[src/rtl/wbu_pkg.sv]
// Shared definitions for the writeback unit: load funct3 codes, buffer depth
// and the packed skid-buffer entry.
package wbu_pkg;

    localparam int WBU_DEPTH = 2;

    localparam logic [2:0] LD_LB  = 3'b000;
    localparam logic [2:0] LD_LH  = 3'b001;
    localparam logic [2:0] LD_LW  = 3'b010;
    localparam logic [2:0] LD_LD  = 3'b011;
    localparam logic [2:0] LD_LBU = 3'b100;
    localparam logic [2:0] LD_LHU = 3'b101;
    localparam logic [2:0] LD_LWU = 3'b110;

    typedef struct packed {
        logic [4:0]  rd;
        logic [0:0]  we;
        logic [63:0] data;
    } wbu_entry_t;

endpackage

[src/rtl/wbu_load_fmt.sv]
// Load data formatter: shifts the addressed lane down and applies the
// sign/zero extension selected by funct3. Purely combinational.
module wbu_load_fmt
    import wbu_pkg::*;
(
    input  logic [2:0]  ld_op,
    input  logic [2:0]  ld_off,
    input  logic [63:0] mem_rdata,
    output logic [63:0] data
);

    logic [63:0] lane_s;

    // Lane select followed by width-dependent extension; ld ignores the offset.
    always_comb begin
        lane_s = mem_rdata >> {ld_off, 3'b000};
        case (ld_op)
            LD_LB:   data = {{56{lane_s[7]}},  lane_s[7:0]};
            LD_LH:   data = {{48{lane_s[15]}}, lane_s[15:0]};
            LD_LW:   data = {{32{lane_s[31]}}, lane_s[31:0]};
            LD_LD:   data = mem_rdata;
            LD_LBU:  data = {56'd0, lane_s[7:0]};
            LD_LHU:  data = {48'd0, lane_s[15:0]};
            LD_LWU:  data = {32'd0, lane_s[31:0]};
            default: data = 64'd0;
        endcase
    end

endmodule

[src/rtl/wbu_stage.sv]
// Writeback stage: formats results at accept time, holds them in a 2-entry
// in-order skid buffer and drains the head into the register file write port.
// Optional feature macro: WBU_BYPASS_EN adds a two-port forwarding lookup
// over the buffered entries.
module wbu_stage
    import wbu_pkg::*;
#(
    parameter int DEPTH = WBU_DEPTH,
    parameter int XLEN  = 64
) (
    input  logic            clk,
    input  logic            rst,
    input  logic            in_valid,
    output logic            in_ready,
    input  logic [4:0]      in_rd,
    input  logic            in_wen,
    input  logic            in_is_load,
    input  logic [XLEN-1:0] in_alu_res,
    input  logic [2:0]      in_ld_op,
    input  logic [2:0]      in_ld_off,
    input  logic [XLEN-1:0] in_mem_rdata,
    input  logic            wb_stall,
    output logic            rf_we,
    output logic [4:0]      rf_waddr,
    output logic [XLEN-1:0] rf_wdata,
    output logic            retire,
    output logic [XLEN-1:0] instret
`ifdef WBU_BYPASS_EN
    ,
    input  logic [4:0]      byp_raddr1,
    input  logic [4:0]      byp_raddr2,
    output logic            byp_hit1,
    output logic            byp_hit2,
    output logic [XLEN-1:0] byp_data1,
    output logic [XLEN-1:0] byp_data2
`endif
);

    localparam logic [1:0] FULL = 2'(DEPTH);

    // ent0 is always the head (oldest); ent1 is valid only when count is 2.
    wbu_entry_t  ent0_q, ent0_d, ent1_q, ent1_d, new_s;
    logic [1:0]  count_q, count_d;
    logic [63:0] instret_q, instret_d;
    logic [63:0] ld_data_s;
    logic        push_s, pop_s;

    wbu_load_fmt u_load_fmt (
        .ld_op     (in_ld_op),
        .ld_off    (in_ld_off),
        .mem_rdata (in_mem_rdata),
        .data      (ld_data_s)
    );

    // Handshake, entry construction and FIFO next-state.
    always_comb begin
        push_s     = in_valid && (count_q != FULL);
        pop_s      = (count_q != 2'd0) && !wb_stall;
        new_s.rd   = in_rd;
        new_s.we   = 1'(in_wen && (in_rd != 5'd0));
        new_s.data = in_is_load ? ld_data_s : in_alu_res;
        ent0_d     = ent0_q;
        ent1_d     = ent1_q;
        count_d    = count_q;
        instret_d  = pop_s ? (instret_q + 64'd1) : instret_q;
        case ({push_s, pop_s})
            2'b10: begin
                if (count_q == 2'd0) begin
                    ent0_d = new_s;
                end else begin
                    ent1_d = new_s;
                end
                count_d = count_q + 2'd1;
            end
            2'b01: begin
                ent0_d  = ent1_q;
                count_d = count_q - 2'd1;
            end
            2'b11: begin
                // Occupancy unchanged; new entry lands behind the current tail.
                if (count_q == 2'd1) begin
                    ent0_d = new_s;
                end else begin
                    ent0_d = ent1_q;
                    ent1_d = new_s;
                end
            end
            default: begin
                count_d = count_q;
            end
        endcase
    end

    // State registers; reset discards buffered entries without writing them.
    always_ff @(posedge clk) begin
        if (rst) begin
            ent0_q    <= '0;
            ent1_q    <= '0;
            count_q   <= 2'd0;
            instret_q <= 64'd0;
        end else begin
            ent0_q    <= ent0_d;
            ent1_q    <= ent1_d;
            count_q   <= count_d;
            instret_q <= instret_d;
        end
    end

    // Write port is driven from the head; address/data read 0 when empty.
    always_comb begin
        in_ready = (count_q != FULL);
        retire   = pop_s;
        rf_we    = pop_s && (ent0_q.we == 1'b1);
        if (count_q != 2'd0) begin
            rf_waddr = ent0_q.rd;
            rf_wdata = ent0_q.data;
        end else begin
            rf_waddr = 5'd0;
            rf_wdata = 64'd0;
        end
        instret = instret_q;
    end

`ifdef WBU_BYPASS_EN
    // Youngest matching writer wins; result is {hit, data}.
    function automatic logic [64:0] byp_lookup(input logic [4:0] addr,
                                               input logic [1:0] cnt,
                                               input wbu_entry_t e0,
                                               input wbu_entry_t e1);
        logic [64:0] res;
        res = 65'd0;
        if (addr != 5'd0) begin
            if ((cnt == 2'd2) && (e1.we == 1'b1) && (e1.rd == addr)) begin
                res = {1'b1, e1.data};
            end else if ((cnt != 2'd0) && (e0.we == 1'b1) && (e0.rd == addr)) begin
                res = {1'b1, e0.data};
            end else begin
                res = 65'd0;
            end
        end else begin
            res = 65'd0;
        end
        return res;
    endfunction

    // Forwarding lookup for both read ports, independent of the stall.
    always_comb begin
        {byp_hit1, byp_data1} = byp_lookup(byp_raddr1, count_q, ent0_q, ent1_q);
        {byp_hit2, byp_data2} = byp_lookup(byp_raddr2, count_q, ent0_q, ent1_q);
    end
`endif

endmodule

[config.mk]
export PLATFORM = sky130hd
export DESIGN_NAME = wbu_stage
export DESIGN_NICKNAME = d
export VERILOG_FILES = /design/src/rtl/wbu_pkg.sv /design/src/rtl/wbu_load_fmt.sv /design/src/rtl/wbu_stage.sv
export SDC_FILE = /design/constraint.sdc
export NUM_CORES = 1
export LEC_CHECK = 0
export ABC_CLOCK_PERIOD_IN_PS = 3200
export CORE_MARGIN = 5
export CORE_UTILIZATION = 45
export DETAILED_ROUTE_END_ITERATION = 8
export PLACE_DENSITY = 0.76
export SYNTH_ARGS = -nofsm -noshare
export SYNTH_HDL_FRONTEND = slang
export SYNTH_HIERARCHICAL = 1
export SYNTH_SLANG_ARGS = --single-unit
[constraint.sdc]
create_clock -name clk -period 3.2 [get_ports clk]
set_input_delay 0.8 -clock clk [delete_from_list [all_inputs] [get_ports clk]]
set_output_delay 0.8 -clock clk [all_outputs]
set_load 0.02 [all_outputs]
==> flow_metrics.tcl, run 1 <==
set metrics [dict create \
    portBuffers 280 \
    p_int_mw 6.95 \
    firstDrtPassIters 8 \
    num-nets-final 1896 \
    holdPathEnd "ent1_q[59]" \
    p_leak_nw 6.36 \
    drive_gt1_share_pct 11.6 \
    drt.antenna.violating_nets 0 \
    design_area_sq_um 16400 \
    clock_skew_ns 0.0187 \
    netlist_instances 1462 \
    die_y_um 173 \
    placed_area_sq_um 15600 \
    ys_ff_latch 206 \
    grt_setup_unrepaired "no" \
    grt_pass1_vias 11991 \
    core_sq_um 26100 \
    hold_depth 2 \
    synth.distinct_cells 60 \
    seqPwrFrac_pct 31.5 \
    postCtsSetupBuffers 0 \
    powerDensity_nw_per_um2 686 \
    hold_viol 0 \
    synth_area_sq_um 11900 \
    cts_inserted_buffers 25 \
    slew_violations 0 \
    worstPathRequired_ns 2.40 \
    cts-root-buf "clkbuf_16" \
    slowest_delay_ns 0.64 \
    drtIter0Drc 1433 \
    grt_pass1_wl_mm 67.3 \
    critPathSlowestCell "clkdlybuf4s50_1" \
    critPathMaxFanout 43 \
    p_clk_share_pct 24.2 \
    worstSkewPairLatency_ns 0.52 \
    setup.worst_path.start_class "flip-flop" \
    grt-ovfl-total 0 \
    num_vias 12718 \
    area_growth_pct 38.0 \
    arrival_ns 2.30 \
    finalCriticalPeriod_ns 3.10 \
    path_cells "inv_1, ha_2, buf_4, nor2b_1, clkdlybuf4s50_1" \
    initial_core_util_pct 45.7 \
    drc_errors 0 \
    rows 59 \
    tightest_slew_ns 0.846 \
    power_frac_comb_pct 44.3 \
    wl_mm 43.3 \
    p_switching_mw 4.33 \
    status "finished clean" \
    rrSetupSlack_ns 0.48 \
    yosysWarnings 6 \
    gp_congestion 0.968 \
    ir_worst_vdd_mv 0.533 \
    antenna_found_initial 3 \
    hold_path.startpoint "ent1_q[59]" \
    viasPerCell 6.05 \
    ys_seq_area_share_pct 34.6 \
    cts_resized 1 \
    switching_share_pct 38.4 \
    min_period_over_period_pct 96.8 \
    avgSynthCellArea_sq_um 8.14 \
    clk_path_buf_depth 3 \
    synth_top_flop_cell "dfxtp_1" \
    cts_tree "built" \
    grt_max_degree 76 \
    max_freq_mhz 323 \
    dieArea_sq_um 29800 \
    h-tree-depth 1 \
    r2r-end "instret[34]" \
    hpwl_mm 31.4 \
    cts_num_sinks 206 \
    slew_headroom_pct 43.6 \
    track_usage_pct 27.1 \
    wl_per_cell_um 20.6 \
    r2r_start "count_q[0]" \
    async_flop_share_pct 0 \
    endpoint_kind "output port" \
    die_w_um 173 \
    hold_path_class "reg -> reg" \
    final-setup-viol-count 0 \
    drv_cap 0 \
    synth_edf_count 0 \
    finish.utilization_pct 63.0 \
    hold_buffers 0 \
    synth_nets 1614 \
    final.setup.tns_ns 0 \
    crit_type "reg -> out" \
    clkTransAtPathRegs_ns 0.06 \
    ios 281 \
    reg2reg_depth 8 \
]
-- power by group through the flow --
stage / Combinational [mW] / Clock, mW / Sequential (mW)
global placement: 4.89 / 0 / 3.58
finish: 5.00 / 2.73 / 3.55
CTS: 4.99 / 2.76 / 3.55
floorplan: 3.06 / 0 / 3.50
detailed placement: 4.97 / 0 / 3.60
global route: 5.44 / 2.87 / 3.62
-- sequential cells by signal, summed over array words and instances, names as in the netlist --
| register | cells |
|---|---|
| count_q | 2 |
| ent0_q | 70 |
| ent1_q | 70 |
| instret | 64 |
-- critical path: cells and delay by family (launching register included) --
| family | cells | cell delay (ns) |
|---|---|---|
| AND/OR/NAND/NOR | 1 | 0.22 |
| adder cells (fa/ha/maj) | 1 | 0.19 |
| buffers and inverters | 3 | 1.00 |
| flip-flops | 1 | 0.37 |
-- Yosys cell counts (all sizes together), types with 20 or more instances --
| library cell | n | share of area [%] |
|---|---|---|
| xor2 | 22 | 1.6 |
| o21ai | 41 | 1.8 |
| or3 | 25 | 1.3 |
| nand4 | 29 | 1.7 |
| a21oi | 146 | 6.1 |
| dfxtp | 206 | 35 |
| nor2b | 74 | 3.9 |
| mux2i | 87 | 7.3 |
| nand2 | 94 | 3.0 |
| a21o | 32 | 2.0 |
| buf | 31 | 1.5 |
| nand3 | 20 | 0.84 |
| a211oi | 100 | 6.3 |
| mux2 | 23 | 2.2 |
| nor2 | 167 | 5.3 |
| clkbuf | 97 | 3.1 |
| a221oi | 33 | 2.4 |
| nor3 | 80 | 3.5 |
-- area by class of cell --
type                            instances  area (sq um)
Antenna cell                            3          7.51
Clock buffer                           36           707
Clock inverter                         10          82.6
Fill cell                            2214          9630
Inverter                               18          67.6
Multi-Input combinational cell       1110          7220
Sequential cell                       206          4120
Tap cell                              335           419
Timing Repair Buffer                  383          3800
-- worst max path at each step --
stage,slack (ns),cells after the start,startpoint,endpoint
2_1_floorplan,0.05,11,wb_stall,ent1_q[39]
3_3_place_gp,-0.41,11,in_mem_rdata[31],ent0_q[28]
3_5_place_dp,-0.34,11,in_mem_rdata[31],ent0_q[61]
4_1_cts,0.02,5,wb_stall,retire
5_1_grt,0.02,5,count_q[0],rf_wdata[50]
6_report,0.10,5,count_q[0],rf_wdata[17]
-- through the flow --
stage	cells	hold slack (ns)	total power, mW	setup WS, ns
after floorplan	1462	0.436	6.56	0.0496
after global routing	2101	0.473	11.9	0.0213
after CTS	2098	0.454	11.3	0.0156
after global placement	2052	0.441	8.47	-0.408
final	2101	0.456	11.3	0.101
after detailed placement	2052	0.446	8.57	-0.342
-- cell families (layout without fill, tap and decap cells) --
family	count (synthesis)	after routing	synth area share [%]
simple gates	538	538	22.8
compound gates	412	412	22.8
flops	206	206	34.6
buf+inv	146	447	5.08
mux	121	121	11.6
xor+xnor	32	32	2.35
fa+ha+maj	7	7	0.736
other cells	0	3	0
-- routing by layer --
metal  global-route usage, %  vias up  routed length [um]
met5                       0        -                   0
met4                    10.5        0                1780
met3                    4.74      111                3970
met2                    43.3      683               19600
met1                    36.6     5971               17900
li1                        -     5953                   -
-- cells in the final DEF (no fill, tap or decap), types with 7 or more instances in the layout --
master	count
clkdlybuf4s50_1	272
dfxtp_1	206
nor2_1	164
a21oi_1	144
a211oi_1	100
nand2_1	92
mux2i_1	86
buf_4	86
nor3_1	78
nor2b_1	74
o21ai_0	40
a221oi_1	33
a21o_1	32
nand4_1	26
or3_1	25
clkbuf_16	25
mux2_2	23
xor2_1	22
nand3_1	20
buf_12	18
inv_1	17
a221o_1	14
mux4_2	11
xnor2_1	10
or4_1	8
nor4_1	8
o22ai_1	8
o31ai_1	7
clkbuf_1	7
clkinv_2	7
Note: power is estimated with default switching activity, not from simulation.
==> inputs of run 2 (changes only) <==
--- a/config.mk
+++ b/config.mk
@@ -9,7 +9,8 @@
 export CORE_MARGIN = 5
 export CORE_UTILIZATION = 45
 export DETAILED_ROUTE_END_ITERATION = 8
-export PLACE_DENSITY = 0.76
+export PLACE_DENSITY_LB_ADDON = 0.1
+export SLEW_MARGIN = 20
 export SYNTH_ARGS = -nofsm -noshare
 export SYNTH_HDL_FRONTEND = slang
 export SYNTH_HIERARCHICAL = 1
==> run 2 against run 1 <==
Net effect:
- critical path depth stayed put
- maximum frequency is 0.21% higher
- via count is 0.60% lower
- total power is 2.1% higher
- clock-buffer cell count stayed put
- register-to-register slack better by 0.05 ns
- clock power is 7.7% higher
- non-clock buffer count is 14 higher
- sequential share of layout area is 0.38 points lower
- worst hold slack hardly changed
==> flow_metrics.tcl, run 2 (same netlist as run 1, synthesis figures left out) <==
set metrics [dict create \
    status "finished clean" \
    startpoint "count_q[0]" \
    gp_congestion 0.955 \
    worstSkewPairLatency_ns 0.55 \
    hold_viol 0 \
    postCtsSetupBuffers 0 \
    wl_mm 43.7 \
    reg2reg_depth 8 \
    die_y_um 173 \
    initial_core_util_pct 45.7 \
    crit_path_end "rf_wdata[33]" \
    clkTransAtPathRegs_ns 0.06 \
    drive_gt1_share_pct 12.3 \
    wl_per_cell_um 20.7 \
    h-tree-depth 1 \
    rows 59 \
    place_inst 2066 \
    switching_share_pct 38.2 \
    num-fill-cells 2244 \
    slew_violations 0 \
    clk_path_buf_depth 3 \
    num-nets-final 1910 \
    mostFrequentLayoutCells "clkdlybuf4s50_1, dfxtp_1, nor2_1" \
    final_common_cell "clkdlybuf4s50_1" \
    grt_max_degree 81 \
    tightest_slew_ns 0.763 \
    placed_area_sq_um 15700 \
    grt-ovfl-total 0 \
    min_period_over_period_pct 96.6 \
    p_switching_mw 4.39 \
    num_vias 12642 \
    whs_ns 0.456 \
    hold_path_class "reg -> reg" \
    p_int_mw 7.11 \
    clock_skew_ns 0.0180 \
    cts_num_sinks 206 \
    firstDrtPassIters 5 \
    grt_pass1_wl_mm 68.7 \
    portBuffers 280 \
    p_leak_nw 7.01 \
    cts_tree "built" \
    core_sq_um 26100 \
    crit_type "reg -> out" \
    grt_pass1_vias 12177 \
    drc_errors 0 \
    r2r-end "instret[46]" \
    final_cells 2111 \
    seq_area_sq_um 4120 \
    final-setup-viol-count 0 \
    layout_setup_ws_ns 0.108 \
    drt.antenna.violating_nets 0 \
    critPathSlowestCell "clkdlybuf4s50_1" \
    endpoint_kind "output port" \
    slew_headroom_pct 47.8 \
    setup.worst_path.start_class "flip-flop" \
    design_area_sq_um 16700 \
    track_usage_pct 27.6 \
    pre_cts_ws_ns -0.279 \
    power_frac_comb_pct 43.7 \
    antenna_found_initial 2 \
    drtIter0Drc 1312 \
    finalCriticalPeriod_ns 3.09 \
    ir_worst_vdd_mv 0.565 \
    die_w_um 173 \
    cts_inserted_buffers 25 \
    r2r_start "count_q[0]" \
    powerDensity_nw_per_um2 690 \
    dieArea_sq_um 29800 \
    ios 281 \
    worstPathRequired_ns 2.40 \
    area_growth_pct 40.1 \
    slowest_delay_ns 0.66 \
    multiInputGateArea_sq_um 7220 \
    arrival_ns 2.29 \
    rrSetupSlack_ns 0.53 \
    seqPwrFrac_pct 30.7 \
    path_cells "inv_1, ha_2, buf_4, nor2b_1, clkdlybuf4s50_1" \
    drv_cap 0 \
    viasPerCell 5.99 \
    critPathMaxFanout 39 \
    p_clk_share_pct 25.6 \
    cts-root-buf "clkbuf_16" \
    hpwl_mm 31.4 \
    final.setup.tns_ns 0 \
    max_freq_mhz 323 \
]
-- run 2: area by class of cell --
cell class                      instances  area share [%]
Sequential cell                       206            24.7
Timing Repair Buffer                  397            23.9
Clock inverter                          8           0.653
Multi-Input combinational cell       1110            43.3
Antenna cell                            1          0.0150
Inverter                               18           0.405
Tap cell                              335            2.51
Clock buffer                           36            4.48
-- run 2: repair_timing --
item,in CTS,in global routing
resized for setup,0,35
hold buffers,0,0
endpoints found under the setup margin,0,35
-- run 2: stage by stage --
| step | total power [mW] | util, % |
|---|---|---|
| final | 11.5 | 64.0 |
| after global routing | 12.2 | 64.0 |
| after CTS | 11.6 | 63.7 |
| after detailed placement | 8.59 | 60.4 |
| after global placement | 8.52 | 60.4 |
| after floorplan | 6.56 | - |
-- run 2: worst max-delay path, delay by kind of cell (launching register included) --
kind,cells,cell delay [ns]
adders and majority gates,1,0.20
buffers and inverters,3,1.01
DFF,1,0.37
and+or+nand+nor,1,0.16
-- run 2: how the worst min path moves through the flow --
stage | endpoint | from | depth (start not counted)
CTS | ent1_q[63] | ent1_q[63] | 2
floorplan | ent1_q[10] | ent1_q[10] | 2
global route | ent1_q[2] | ent1_q[2] | 2
finish | ent1_q[3] | ent1_q[3] | 2
detailed placement | ent1_q[8] | ent1_q[8] | 2
global placement | ent1_q[65] | ent1_q[65] | 2
-- run 2: power groups by stage --
stage / Combinational (mW) / Clock [mW] / Sequential [mW]
floorplan: 3.06 / 0 / 3.50
global placement: 4.96 / 0 / 3.56
detailed placement: 5.01 / 0 / 3.58
CTS: 5.04 / 2.98 / 3.54
global route: 5.48 / 3.08 / 3.62
finish: 5.03 / 2.94 / 3.54
-- run 2: layer usage --
metal | vias to the layer above | GRT usage (%) | share of wire (%)
li1 | 5970 | - | -
met1 | 5991 | 37.5 | 42
met2 | 578 | 44.3 | 46
met3 | 101 | 5.17 | 8.1
met4 | 2 | 9.51 | 3.9
met5 | - | 0 | 0.030
==> inputs of run 3 (changes only) <==
--- a/config.mk
+++ b/config.mk
@@ -6,6 +6,7 @@
 export NUM_CORES = 1
 export LEC_CHECK = 0
 export ABC_CLOCK_PERIOD_IN_PS = 3200
+export CORE_ASPECT_RATIO = 0.75
 export CORE_MARGIN = 5
 export CORE_UTILIZATION = 45
 export DETAILED_ROUTE_END_ITERATION = 8
==> run 3 against run 2 <==
Net effect:
- clock power down 15%
- worst setup slack got worse by 0.071 ns
- clock skew is 0.0017 ns lower
- critical path depth is the same
- register-to-register slack worse by 0.06 ns
- first-iteration DRC count is 15% lower
- final area fell by 2.0%
- global-route usage grew 1.8 points
- worst hold slack about the same
- maximum frequency decreased by 2.2%
- via count decreased by 0.87%
- die area is 0.11% higher
- critical path type unchanged
- largest cell class unchanged
- largest power group unchanged
==> flow_metrics.tcl, run 3 (same netlist as run 1, synthesis figures left out) <==
set metrics [dict create \
    cts_num_sinks 206 \
    pre_cts_ws_ns -0.271 \
    powerDensity_nw_per_um2 672 \
    grt-ovfl-total 0 \
    grt_max_degree 101 \
    cts_tree "built" \
    path_delay_family "buffers and inverters" \
    p_switching_mw 4.35 \
    wl_per_cell_um 22.0 \
    worstSkewPairLatency_ns 0.52 \
    hold_path_class "reg -> reg" \
    grt_setup_unrepaired "yes" \
    h-tree-depth 1 \
    drc_errors 0 \
    path_cells "inv_1, ha_2, buf_4, nor2b_1, clkdlybuf4s50_1" \
    layout_setup_ws_ns 0.0372 \
    setup.worst_path.start_class "flip-flop" \
    r2r-end "ent1_q[48]" \
    fin_total_pwr_mw 11.0 \
    hold_viol 0 \
    initial_core_util_pct 45.7 \
    grt_pass1_vias 11844 \
    mostFrequentLayoutCells "clkdlybuf4s50_1, dfxtp_1, nor2_1" \
    cts-root-buf "clkbuf_16" \
    p_clk_share_pct 22.6 \
    r2r_start "count_q[0]" \
    critPathSlowestCell "clkdlybuf4s50_1" \
    clk_path_buf_depth 3 \
    firstDrtPassIters 6 \
    p_int_mw 6.63 \
    grt_pass1_wl_mm 69.9 \
    slew_violations 0 \
    die_y_um 151 \
    cp.depth 5 \
    reg2reg_depth 11 \
    area_growth_pct 37.3 \
    slew_headroom_pct 44.8 \
    seqPwrFrac_pct 32.5 \
    hpwl_mm 33.3 \
    min_period_over_period_pct 98.8 \
    switching_share_pct 39.6 \
    dieArea_sq_um 29800 \
    crit_path_end "rf_wdata[14]" \
    drive_gt1_share_pct 11.4 \
    slowest_delay_ns 0.66 \
    rows 51 \
    arrival_ns 2.36 \
    num-fill-cells 2287 \
    antenna_found_initial 1 \
    final-setup-viol-count 0 \
    num-nets-final 1896 \
    wl_mm 46.2 \
    max_freq_mhz 316 \
    power_frac_comb_pct 44.9 \
    viasPerCell 5.96 \
    hold_buffers 0 \
    ios 281 \
    num_vias 12532 \
    track_usage_pct 29.5 \
    cts_inserted_buffers 22 \
    drtIter0Drc 1116 \
    status "finished clean" \
    rrSetupSlack_ns 0.47 \
    drt.antenna.violating_nets 0 \
    final_common_cell "clkdlybuf4s50_1" \
    crit_type "reg -> out" \
    drv_cap 0 \
    die_w_um 198 \
    crit_buf_inv 3 \
    clock_skew_ns 0.0164 \
    startpoint "count_q[0]" \
    ir_worst_vdd_mv 0.660 \
    core_sq_um 26000 \
    worstPathRequired_ns 2.40 \
    clkTransAtPathRegs_ns 0.06 \
    whs_ns 0.457 \
    gp_congestion 1.05 \
    tightest_slew_ns 0.828 \
    critPathMaxFanout 13 \
    p_leak_nw 6.51 \
    portBuffers 280 \
    endpoint_kind "output port" \
    finalCriticalPeriod_ns 3.16 \
    postCtsSetupBuffers 0 \
]
## run 3: final cells by class
class / count / area (sq um) / area share (%)
multi-input cells: 1110 / 7220 / 44.2
diodes: 1 / 2.50 / 0.0153
clock buffers: 27 / 591 / 3.61
clock inverters: 10 / 81.3 / 0.498
well taps: 344 / 430 / 2.63
inverters: 18 / 67.6 / 0.414
flip-flops and latches: 206 / 4120 / 25.2
repair buffers: 386 / 3820 / 23.4
## run 3: power groups by stage
stage	clock [mW]	combinational, mW	sequential [mW]
floorplan	0	3.06	3.50
global placement	0	4.83	3.59
detailed placement	0	4.90	3.61
CTS	2.52	4.92	3.56
global route	2.64	5.37	3.64
finish	2.49	4.93	3.57
## run 3: stage by stage
stage          instance area [sq um]  setup TNS (ns)  util (%)  cells
6_report                       16300               0      62.7   2102
5_1_grt                        16300        -0.00657      62.7   2101
4_1_cts                        16300               0      62.6   2101
3_5_place_dp                   15600           -8.66      60.0   2064
3_3_place_gp                   15600           -4.91      60.0   2064
2_1_floorplan                  11900               0         -   1462
## run 3: repair_timing
item                                    CTS  global route
gates resized for setup                   2            15
endpoints found under the hold margin     0             0
cloned                                    0             0
endpoints found under the setup margin    2            15
## run 3: how the worst min path moves through the flow
stage	from	cells after the start	endpoint
final	ent1_q[60]	2	ent1_q[60]
after global routing	ent1_q[3]	2	ent1_q[3]
after CTS	ent1_q[6]	2	ent1_q[6]
after detailed placement	ent1_q[6]	2	ent1_q[6]
after global placement	ent1_q[10]	2	ent1_q[10]
after floorplan	ent1_q[10]	2	ent1_q[10]
## run 3: worst reg2reg max path: cells and delay by family, from the launching register on
kind / cells / cell delay [ns]
and+or+nand+nor: 2 / 0.44
AOI/OAI and AO/OA: 3 / 0.64
buffers and inverters: 4 / 0.62
adders and majority gates: 2 / 0.57
DFF: 1 / 0.38
## run 3: layer usage
metal / vias up / part of all wire [%] / global-route usage, %
li1: 5937 / - / -
met1: 5951 / 45 / 43.6
met2: 569 / 42 / 42.6
met3: 73 / 9.8 / 7.27
met4: 2 / 2.8 / 8.40
met5: - / 0.045 / 0
